[src/rtl/bcd_display_scanner.sv]
// Shadow-latches a cascaded BCD counter chain and scans it onto one 7-segment bus.
// Optional macro LEADING_ZERO_BLANK_EN blanks leading zero digits (digit 0 always shown).
module bcd_display_scanner #(
  parameter int DIGITS   = 4,
  parameter int SCAN_DIV = 1000,
  parameter int DIV_W    = 10
) (
  input  logic                CLK,
  input  logic                _RD,
  input  logic [4*DIGITS-1:0] BCD,
  input  logic                LATCH,
  input  logic                CY,
  output logic [6:0]          SEG,
  output logic [DIGITS-1:0]   AN,
  output logic                OVF
);

  localparam int IDX_W = (DIGITS > 1) ? $clog2(DIGITS) : 1;
  localparam logic [DIV_W-1:0] PRESC_TERM = DIV_W'(SCAN_DIV - 1);
  localparam logic [IDX_W-1:0] IDX_LAST   = IDX_W'(DIGITS - 1);

  logic [DIV_W-1:0]    presc;
  logic [IDX_W-1:0]    idx;
  logic [4*DIGITS-1:0] shadow;
  logic                ovf_acc;
  logic [3:0]          cur_digit;
  logic [DIGITS-1:0]   blank;
  logic [6:0]          seg_next;
  logic [DIGITS-1:0]   an_next;

  function automatic logic [6:0] seg_decode(input logic [3:0] d);
    case (d)
      4'd0:    seg_decode = 7'h3F;
      4'd1:    seg_decode = 7'h06;
      4'd2:    seg_decode = 7'h5B;
      4'd3:    seg_decode = 7'h4F;
      4'd4:    seg_decode = 7'h66;
      4'd5:    seg_decode = 7'h6D;
      4'd6:    seg_decode = 7'h7D;
      4'd7:    seg_decode = 7'h07;
      4'd8:    seg_decode = 7'h7F;
      4'd9:    seg_decode = 7'h6F;
      default: seg_decode = 7'h40;
    endcase
  endfunction

  // Scan timebase: idx steps once per SCAN_DIV clocks, independent of capture.
  always_ff @(posedge CLK or negedge _RD) begin
    if (!_RD) begin
      presc <= '0;
      idx   <= '0;
    end else if (presc == PRESC_TERM) begin
      presc <= '0;
      idx   <= (idx == IDX_LAST) ? '0 : idx + 1'b1;
    end else begin
      presc <= presc + 1'b1;
    end
  end

  // Carry is sticky across the window and handed to OVF on each capture.
  always_ff @(posedge CLK or negedge _RD) begin
    if (!_RD) begin
      shadow  <= '0;
      ovf_acc <= 1'b0;
      OVF     <= 1'b0;
    end else if (LATCH) begin
      shadow  <= BCD;
      OVF     <= ovf_acc | CY;
      ovf_acc <= 1'b0;
    end else begin
      ovf_acc <= ovf_acc | CY;
    end
  end

`ifdef LEADING_ZERO_BLANK_EN
  // Walk down from the top digit; a digit is blank while everything above and including it is zero.
  always_comb begin
    logic zero_above;
    zero_above = 1'b1;
    blank      = '0;
    for (int i = DIGITS - 1; i > 0; i--) begin
      zero_above = zero_above & (shadow[4*i +: 4] == 4'd0);
      blank[i]   = zero_above;
    end
  end
`else
  assign blank = '0;
`endif

  always_comb begin
    cur_digit    = shadow[4*idx +: 4];
    seg_next     = blank[idx] ? 7'h00 : seg_decode(cur_digit);
    an_next      = '1;
    an_next[idx] = 1'b0;
  end

  always_ff @(posedge CLK or negedge _RD) begin
    if (!_RD) begin
      SEG <= 7'h00;
      AN  <= '1;
    end else begin
      SEG <= seg_next;
      AN  <= an_next;
    end
  end

endmodule

[config.mk]
export PLATFORM = sky130hd
export DESIGN_NAME = bcd_display_scanner
export DESIGN_NICKNAME = d
export VERILOG_FILES = /design/src/rtl/bcd_display_scanner.sv
export SDC_FILE = /design/constraint.sdc
export NUM_CORES = 1
export LEC_CHECK = 0
export ABC_AREA = 1
export CAP_MARGIN = 10
export CORE_MARGIN = 1
export CORE_UTILIZATION = 38
export DETAILED_ROUTE_END_ITERATION = 10
export GPL_ROUTABILITY_DRIVEN = 0
export PLACE_DENSITY_LB_ADDON = 0.05
export SKIP_LAST_GASP = 1
export SYNTH_ARGS = -nofsm -noshare
export SYNTH_HDL_FRONTEND = slang
export SYNTH_SLANG_ARGS = --single-unit
[constraint.sdc]
create_clock -name CLK -period 1.6 [get_ports CLK]
set_clock_uncertainty 0.05 [all_clocks]
set_input_delay 0.24 -clock CLK [delete_from_list [all_inputs] [get_ports CLK]]
set_output_delay 0.24 -clock CLK [all_outputs]
set_load 0.05 [all_outputs]
==> out/metrics.yaml <==
final_util_pct: 54.9
ys_async_sr_fraction_pct: 100
initial_core_util_pct: 40.1
p_clk_share_pct: 38.0
drc: 0
cts_buffer_depth: 2
hold_end: "ovf_acc$_DFF_PN0_"
drt-total-wl_um: 3470
setup_tns_ns: 0
final_cell_mix: "46 x nand2_1, 36 x dfrtp_1, 20 x nor2_1, 18 x clkdlybuf4s50_1, 18 x buf_4"
drive_gt1_share_pct: 34.2
synthTopCellsByArea: "dfrtp_1 48%, nand2_1 9.3%, mux2_2 8.2%"
drt_iter0_drc: 29
final_max_slew_viol_count: 0
relSlewSlack_pct: 66.3
comb_power_share_pct: 17.1
p_per_area_mw_per_mm2: 961
intPower_w: 0.00191
setup-violations-final: 0
grt_max_degree: 42
status: "finished, final reports clean"
fmax_mhz: 654
ant_nets: 0
antenna_cells: 0
cts_tree: "built"
synth_seq_cells: 41
wl_per_cell_um: 11.2
ys_types: 23
synth_top_area_share_pct: 48.0
fin_crit_sh_pct: 95.5
grt.total_usage_pct: 15.1
rr_worst_depth: 8
final_common_cell: "nand2_1"
critPathArrivalTime_ns: 1.65
htreeDepth: 2
stdcell_count: 310
r2r_end: "SEG[1]$_DFF_PN0_"
p_leak_nw: 1.27
p_sw_w: 0.000634
rows: 25
die_h_um: 73.3
cts-buffers-inserted: 5
syn_avg_cell_area_um2: 9.95
grt_first_pass_wirelength_um: 6150
maxCapViolations: 0
netlist_instances: 194
rsz0062_at_grt: "true"
ys_seq_area_share_pct: 53.4
area_growth_syn_to_layout_pct: 37.0
met1_length_um: 1650
hold-path-cell-count: 2
ios: 32
netlist_area_mm2: 0.00193
antenna_found_initial: 0
clk_pin_slew_ns: 0.08
met3_wirelength_um: 109
top_layer: "met4"
r2r_slack_ns: 0.07
core_mm2: 0.00482
fp.dieW_um: 73.3
synth_ff_type: "dfrtp_1"
routed-wl-met2_um: 1680
post-dp-hpwl_um: 2530
grt_overflow_total: 0
hold_viol: 0
avgViaCountPerCell: 4.45
p_seq_share_pct: 44.9
insertion_delay_ns: 0.29
ys_warn_count: 0
syn_nets: 225
clockRootBuffer: "clkbuf_8"
cp_max_fo: 6
hp-start: "ovf_acc$_DFF_PN0_"
grt_pass1_vias: 1391
critical_path.startpoint_type: "flop"
vdd_ir_drop_max_uv: 485
dp_cells: 299
r2r_start: "idx[0]$_DFFE_PN0N_"
port_buffers: 31
tightest_slew_ns: 0.505
hold_path_class: "reg -> reg"
yosys.area.top_type: "dfrtp_1"
swShare_pct: 25.0
path_class: "reg -> reg"
cts.sinks: 41
vias: 1378
die_area_mm2: 0.00537
worstSetupEndpointType: "flop"
final_nets: 273
hold-worst-slack_ns: 0.451
period_minus_slack_ns: 1.53
drt-pass1-iter-count: 4
synth_edf_count: 0
crit_required_ns: 1.73
[cells in the mapped netlist (2+ instances only)]
library cell,n
nand2_1,48
dfrtp_1,37
nor2_1,20
inv_1,16
mux2_2,14
ha_1,11
nand2_2,8
nand3_1,8
dfstp_2,4
inv_2,4
o21ai_1,4
a21oi_1,3
nand3_2,3
o21ai_0,3
buf_2,2
xor2_1,2
[kinds of logic (layout without fill, tap and decap cells)]
logic type	Yosys count	count (layout)	share of synthesized area (%)
compound gates	12	12	3.37
xor+xnor	2	2	0.908
fa+ha+maj	11	11	7.13
buf+inv	24	73	5.25
flops	41	41	53.4
mux	14	14	8.17
simple gates	90	90	21.7
[state kept, by name, indices dropped and copies added (netlist names)]
signal   cells
OVF          1
presc       10
idx          2
AN           4
shadow      16
ovf_acc      1
SEG          7
[power groups by stage]
stage	registers, W	clock network (W)	logic [W]
floorplan	0.00126	0	0.000150
global placement	0.00116	0	0.000408
detailed placement	0.00116	0	0.000417
CTS	0.00114	0.00100	0.000420
global route	0.00115	0.00105	0.000475
finish	0.00114	0.000965	0.000435
[stage by stage]
stage	instance area (um2)	setup WS (ns)	total power, W
4_1_cts	2580	0.0193	0.00256
6_report	2640	0.0714	0.00254
5_1_grt	2640	-0.0501	0.00267
3_3_place_gp	2420	0.0321	0.00157
3_5_place_dp	2420	-0.0122	0.00158
2_1_floorplan	1950	0.0152	0.00141
[routing by layer]
| layer | global-route usage (%) | up-vias |
|---|---|---|
| met3 | 3.43 | 4 |
| met2 | 24.4 | 31 |
| met4 | 6.54 | 0 |
| met1 | 19.4 | 636 |
| li1 | - | 707 |
| met5 | 0 | - |
[worst max-delay path, cell delays in order (launching register included)]
cell and delay [ns]:
dfrtp_2 0.46, inv_4 0.10, nand2_2 0.05, a32oi_2 0.20
inv_2 0.09, ha_4 0.27, nand3_2 0.08, nand2_1 0.08
nand2_1 0.05
[area by class of cell]
class / instances / area (um2)
clock buffer: 5 / 68.8
tap: 67 / 83.8
multi-input combinational: 129 / 867
sequential: 41 / 1030
timing repair buffer: 44 / 442
clock inverter: 3 / 65.1
fill: 442 / 2170
inverter: 21 / 85.1
[what timing repair did]
action | 4_1_cts | 5_1_grt
hold buffers | 1 | 0
resized for setup | 1 | 15
hold endpoints to repair | 37 | 0
buffers inserted | 1 | 1
endpoints found under the setup margin | 3 | 7
pin swaps | 1 | 8
[worst max path at each step]
stage | from | depth (start not counted) | endpoint
floorplan | idx[0]$_DFFE_PN0N_ | 8 | SEG[1]$_DFF_PN0_
global placement | idx[0]$_DFFE_PN0N_ | 8 | SEG[1]$_DFF_PN0_
detailed placement | idx[0]$_DFFE_PN0N_ | 8 | SEG[1]$_DFF_PN0_
CTS | idx[0]$_DFFE_PN0N_ | 9 | SEG[3]$_DFF_PN0_
global route | idx[0]$_DFFE_PN0N_ | 9 | SEG[3]$_DFF_PN0_
finish | idx[0]$_DFFE_PN0N_ | 8 | SEG[1]$_DFF_PN0_
No activity file was read; power rests on OpenSTA's default activity.
